===== src/rtl/io_sched.sv =====
// io_sched: processor I/O port scheduler.
//   Input side: one FIFO per source channel. The processor reads a channel
//   with zero latency (proc_din is combinational). A read of an empty FIFO
//   returns the last word popped from that channel and raises a sticky
//   underflow flag.
//   Output side: one data register and valid bit per sink channel. A write
//   that lands while the previous word is still unaccepted raises a sticky
//   overrun flag. The new word replaces the old one.
// Ports:
//   clk, rst                          clock, synchronous active-low reset
//   proc_req_in, proc_addr_in         processor input-port read strobe and channel
//   proc_din                          word returned to the processor (combinational)
//   proc_out_en, proc_addr_out        processor output-port write strobe and channel
//   proc_dout                         word written by the processor
//   src_data, src_valid, src_ready    per-channel source handshake, packed by channel
//   snk_data, snk_valid, snk_ready    per-channel sink handshake, packed by channel
//   clr_err, err_unf, err_ovr         sticky error flags and their clear
module io_sched #(
  parameter int NUBITS = 32,
  parameter int NUIOIN = 2,
  parameter int NUIOOU = 2,
  parameter int AWID   = 1,
  parameter int FDEPTH = 4
) (
  input  logic                     clk,
  input  logic                     rst,
  input  logic                     proc_req_in,
  input  logic [AWID-1:0]          proc_addr_in,
  output logic [NUBITS-1:0]        proc_din,
  input  logic                     proc_out_en,
  input  logic [AWID-1:0]          proc_addr_out,
  input  logic [NUBITS-1:0]        proc_dout,
  input  logic [NUIOIN*NUBITS-1:0] src_data,
  input  logic [NUIOIN-1:0]        src_valid,
  output logic [NUIOIN-1:0]        src_ready,
  output logic [NUIOOU*NUBITS-1:0] snk_data,
  output logic [NUIOOU-1:0]        snk_valid,
  input  logic [NUIOOU-1:0]        snk_ready,
  input  logic                     clr_err,
  output logic [NUIOIN-1:0]        err_unf,
  output logic [NUIOOU-1:0]        err_ovr
);

  localparam int PW = (FDEPTH > 1) ? $clog2(FDEPTH) : 1;
  localparam int CW = $clog2(FDEPTH) + 1;
  localparam logic [CW-1:0] FULL  = CW'(FDEPTH);
  localparam logic [PW-1:0] PLAST = PW'(FDEPTH - 1);

  logic [NUBITS-1:0] mem_q    [NUIOIN][FDEPTH];
  logic [PW-1:0]     wr_ptr_q [NUIOIN];
  logic [PW-1:0]     wr_ptr_d [NUIOIN];
  logic [PW-1:0]     rd_ptr_q [NUIOIN];
  logic [PW-1:0]     rd_ptr_d [NUIOIN];
  logic [CW-1:0]     cnt_q    [NUIOIN];
  logic [CW-1:0]     cnt_d    [NUIOIN];
  logic [NUBITS-1:0] hold_q   [NUIOIN];
  logic [NUBITS-1:0] hold_d   [NUIOIN];
  logic [NUIOIN-1:0] rd_sel, push, pop, unf_evt;
  logic [NUIOIN-1:0] err_unf_q, err_unf_d;

  logic [NUIOOU*NUBITS-1:0] snk_data_q, snk_data_d;
  logic [NUIOOU-1:0]        snk_valid_q, snk_valid_d;
  logic [NUIOOU-1:0]        wr_sel, ovr_evt;
  logic [NUIOOU-1:0]        err_ovr_q, err_ovr_d;

  function automatic logic [PW-1:0] ptr_inc(input logic [PW-1:0] p);
    return (p == PLAST) ? '0 : p + PW'(1);
  endfunction

  // Input channels
  always_comb begin
    proc_din = '0;
    for (int k = 0; k < NUIOIN; k++) begin
      // Gating with rst keeps sources stalled for the whole reset cycle.
      src_ready[k] = rst && (cnt_q[k] != FULL);
      push[k]      = src_valid[k] && src_ready[k];
      // An out-of-range address never matches a channel, so it reads 0 and changes nothing.
      rd_sel[k]    = proc_req_in && (int'(proc_addr_in) == k);
      pop[k]       = rd_sel[k] && (cnt_q[k] != '0);
      unf_evt[k]   = rd_sel[k] && (cnt_q[k] == '0);
      if (rd_sel[k])
        proc_din = (cnt_q[k] != '0) ? mem_q[k][rd_ptr_q[k]] : hold_q[k];

      // An empty FIFO never bypasses a same-cycle push to the reader.
      case ({push[k], pop[k]})
        2'b10:   cnt_d[k] = cnt_q[k] + CW'(1);
        2'b01:   cnt_d[k] = cnt_q[k] - CW'(1);
        default: cnt_d[k] = cnt_q[k];
      endcase
      wr_ptr_d[k]  = push[k] ? ptr_inc(wr_ptr_q[k]) : wr_ptr_q[k];
      rd_ptr_d[k]  = pop[k]  ? ptr_inc(rd_ptr_q[k]) : rd_ptr_q[k];
      hold_d[k]    = pop[k]  ? mem_q[k][rd_ptr_q[k]] : hold_q[k];
      // A new event wins over a same-cycle clear.
      err_unf_d[k] = (err_unf_q[k] & ~clr_err) | unf_evt[k];
    end
  end

  // Output channels
  always_comb begin
    snk_data_d  = snk_data_q;
    snk_valid_d = snk_valid_q;
    for (int j = 0; j < NUIOOU; j++) begin
      wr_sel[j]  = proc_out_en && (int'(proc_addr_out) == j);
      ovr_evt[j] = wr_sel[j] && snk_valid_q[j] && !snk_ready[j];
      if (wr_sel[j]) begin
        snk_data_d[j*NUBITS +: NUBITS] = proc_dout;
        snk_valid_d[j]                 = 1'b1;
      end else if (snk_valid_q[j] && snk_ready[j]) begin
        snk_valid_d[j] = 1'b0;
      end
      err_ovr_d[j] = (err_ovr_q[j] & ~clr_err) | ovr_evt[j];
    end
  end

  // FIFO storage has no reset: stale entries are unreachable once the pointers clear.
  always_ff @(posedge clk) begin
    for (int k = 0; k < NUIOIN; k++)
      if (push[k]) mem_q[k][wr_ptr_q[k]] <= src_data[k*NUBITS +: NUBITS];
  end

  always_ff @(posedge clk) begin
    if (!rst) begin
      for (int k = 0; k < NUIOIN; k++) begin
        cnt_q[k]    <= '0;
        wr_ptr_q[k] <= '0;
        rd_ptr_q[k] <= '0;
        hold_q[k]   <= '0;
      end
      err_unf_q   <= '0;
      snk_data_q  <= '0;
      snk_valid_q <= '0;
      err_ovr_q   <= '0;
    end else begin
      for (int k = 0; k < NUIOIN; k++) begin
        cnt_q[k]    <= cnt_d[k];
        wr_ptr_q[k] <= wr_ptr_d[k];
        rd_ptr_q[k] <= rd_ptr_d[k];
        hold_q[k]   <= hold_d[k];
      end
      err_unf_q   <= err_unf_d;
      snk_data_q  <= snk_data_d;
      snk_valid_q <= snk_valid_d;
      err_ovr_q   <= err_ovr_d;
    end
  end

  assign snk_data  = snk_data_q;
  assign snk_valid = snk_valid_q;
  assign err_unf   = err_unf_q;
  assign err_ovr   = err_ovr_q;

endmodule


===== config.mk =====
export PLATFORM = sky130hd
export DESIGN_NAME = io_sched
export DESIGN_NICKNAME = d
export VERILOG_FILES = /design/src/rtl/io_sched.sv
export SDC_FILE = /design/constraint.sdc
export NUM_CORES = 1
export LEC_CHECK = 0
export CORE_MARGIN = 4
export CORE_UTILIZATION = 60
export DETAILED_ROUTE_END_ITERATION = 12
export DONT_BUFFER_PORTS = 1
export PLACE_DENSITY_LB_ADDON = 0.2
export SYNTH_ARGS = -nofsm -noshare
export SYNTH_HDL_FRONTEND = slang
export SYNTH_SLANG_ARGS = --single-unit

===== constraint.sdc =====
create_clock -name clk -period 3 [get_ports clk]
set_input_delay 0.6 -clock clk [delete_from_list [all_inputs] [get_ports clk]]
set_output_delay 0.6 -clock clk [all_outputs]
set_load 0.01 [all_outputs]

==> metrics <==
status finished, final reports clean; DRT iter0 DRCs 825; Post-CTS Setup Inserts 0; Synth Net Count 1,258; max_slew headroom 35.4%; Hold Slack 0.167 ns; WL per Instance 22.6 um; first-pass GRT wire length 53.0 mm; Top Ports 211; Filler Cell Count 1,798; largest net degree at the start of global routing 91; Initial Utilization 61.4%; crit path cell chain buf_12 -> mux4_2 -> nand3_1 -> o2111ai_1; antenna violations before repair 0; met2 routed WL 17.6 mm; reg-to-reg slack, setup 0.60 ns; Net Sw Power 2700 uW; CP peak stage delay 0.53 ns; Synth Register Bits 404; DRC Markers 0; routed wl met3 3.25 mm; total negative slack 0 ns; diode count 0; pwr dens 699 mW/mm2; reg-to-reg endpoint cnt_q[0][2]$_SDFFE_PN0P_; Pre-antenna DRT Iters 5; die area 0.0286 mm2; commonest non-fill, non-tap cells in the layout edfxtp_1 (256), nand2_1 (176), dfxtp_1 (146); clock sink count 404; Area contributors post-synth edfxtp_1 (49%), dfxtp_1 (19%), mux4_2 (8.8%); clock latency on the worst-skew pair 0.52 ns; post-place setup slack 0.565 ns; Worst path top cell family by delay multiplexers; unrepaired setup endpoints after global routing no; slowest CP cell mux4_2; Tmin final 2.83 ns; Synth Cell Area 0.0156 mm2; # setup viols final 0; clk slew on worst S/H paths 0.06 ns; Worst R2R Start cnt_q[0][2]$_SDFFE_PN0P_; CP arrival 2.23 ns; row count 58; CTS tree done; # H-tree levels 2; Critical Path Fanout Max 21; Lkg Pwr 0.00553 uW; number of max-cap violations 0; r2r worst-path depth 9; Clock Tree Buf Depth 3; CTS buffer count 41; worst path required time 2.40 ns; Post-synth EDFFs 256; final worst setup slack 0.167 ns; Slew @ Worst Pin 0.969 ns; gr usage total 23.7%; Avg Cell Area, Syn 13.7 um2; Synth Instances 1,137; Max Fclk 353 MHz; Synth top area share 49.3%; Die Y 169 um; Clock Power Share 40.2%; Worst Path Buf+Inv 1; Worst Setup End Kind output pin; port buffer count 0; Final Hold Fails 0; Main synth FF type edfxtp_1; Die W 169 um; top sig layer met4; P_int 9320 uW; clk_skew 0.0152 ns; CP startpoint kind register; synth warn 0; Root Buffer clkbuf_16; placed instance count 1,425; DRT met1 WL 12.5 mm; total routed wirelength 33.9 mm; share of layout cells above drive strength 1 16.2%; fin crit share 94.4%; vias in the first global route 9,405; post-route cell area 0.0172 mm2; placer congestion estimate 0.799; core region area 0.0254 mm2; # nets final 1,259; Max Slew Vio Count 0; Yosys top cell by area edfxtp_1; post-synthesis async set-or-reset flop share 0%; most common cell after layout, fill and taps aside edfxtp_1; Gate power share 7.4%; sequential-to-total area share from yosys stat 68.3%; sequential share of power 52.3%; Final HPWL DP 22.3 mm; Placed Area 0.0159 mm2; HP Class in2reg; Worst Setup EP proc_din[29]; Crit path depth 4; area grow syn2layout 10.4%; post-synth cell types 39; CP startpoint rd_ptr_q[0][0]$_SDFFE_PN0P_; Layout Cells excl Fill 1,500; Vias 9,135; Avg Vias per Cell 6.09; Sw Share 22.5%; Final ANT Viol Nets 0; grt ovf 0; peak supply drop 0.625 mV; CP Class reg2out
[cells by family (layout without fill, tap and decap cells)]
logic type      count (synthesis)  after routing  synth area share, %
mux                            68             68                 9.58
buf+inv                       129            162                 3.89
flops                         404            404                 68.3
compound gates                215            215                 7.92
simple gates                  303            303                 8.83
fa+ha+maj                      14             14                 1.22
xor+xnor                        4              4                0.225
[state kept, by name, summed over array words and instances (netlist names)]
signal and cells:
cnt_q 6, err_ovr 2, err_unf 2, hold_q 64
mem_q 256, rd_ptr_q 4, snk_data 64, snk_valid 2
wr_ptr_q 4
[layer usage]
layer  vias up  global-route usage [%]
met2       347                    42.0
met4         0                    5.32
li1       4172                       -
met5         -                       0
met3        47                    7.48
met1      4569                    28.6
[worst reg2reg max path: stages (launching register included)]
cell and delay [ns]:
dfxtp_1 0.46, inv_2 0.06, o311a_1 0.45, inv_1 0.09, ha_1 0.18, inv_1 0.07, fa_1 0.43, xor2_1 0.16
or3_1 0.30, a21oi_1 0.13
[Yosys cell counts, types with 2 or more instances]
cell,n
inv_2,2
xor2_1,4
mux2i_1,4
o21ai_1,3
buf_6,11
nor2_1,9
nand2b_1,5
dfxtp_1,148
or3_1,4
nand3_1,65
o2111ai_1,32
edfxtp_1,256
nand2_1,176
buf_1,11
or2_2,2
fa_1,2
clkbuf_1,32
buf_4,3
nor2b_1,3
ha_1,12
nand2_2,24
inv_1,49
and2_1,11
a21oi_1,141
buf_2,19
mux4_2,61
o21ai_0,33
o22ai_1,2
mux4_1,3
[power groups by stage]
| stage | registers, uW | clock network [uW] | logic, uW |
|---|---|---|---|
| 2_1_floorplan | 6360 | 0 | 683 |
| 5_1_grt | 6310 | 5200 | 987 |
| 4_1_cts | 6290 | 4940 | 900 |
| 6_report | 6290 | 4830 | 895 |
| 3_5_place_dp | 6410 | 0 | 897 |
| 3_3_place_gp | 6400 | 0 | 880 |
[worst min-delay path by stage]
| stage | start | endpoint | slack, ns | depth (start not counted) |
|---|---|---|---|---|
| 2_1_floorplan | hold_q[0][32]$_SDFFE_PN0P_ | hold_q[0][32]$_SDFFE_PN0P_ | 0.44 | 2 |
| 3_3_place_gp | hold_q[0][53]$_SDFFE_PN0P_ | hold_q[0][53]$_SDFFE_PN0P_ | 0.44 | 2 |
| 3_5_place_dp | hold_q[0][55]$_SDFFE_PN0P_ | hold_q[0][55]$_SDFFE_PN0P_ | 0.45 | 2 |
| 4_1_cts | src_data[54] | mem_q[0][214]$_DFFE_PP_ | 0.15 | 0 |
| 5_1_grt | src_data[34] | mem_q[0][162]$_DFFE_PP_ | 0.15 | 0 |
| 6_report | src_data[52] | mem_q[0][148]$_DFFE_PP_ | 0.17 | 0 |
[through the flow]
step	util, %	power [uW]
2_1_floorplan	-	7050
3_3_place_gp	62.6	7280
3_5_place_dp	62.6	7310
4_1_cts	67.7	12100
5_1_grt	67.7	12500
6_report	67.7	12000
[repair_timing]
action,CTS,global route
hold buffers,0,0
setup endpoints to repair,0,18
gates resized for setup,0,2
[area by class of cell]
class | instances | area, um2 | area share (%)
repair buffers | 35 | 300 | 1.75
clock inverters | 14 | 92.6 | 0.538
well taps | 330 | 413 | 2.40
multi-input cells | 604 | 4340 | 25.3
flip-flops and latches | 404 | 10700 | 61.9
clock buffers | 61 | 1190 | 6.95
inverters | 52 | 200 | 1.16
(Power assumes the default switching activity.)
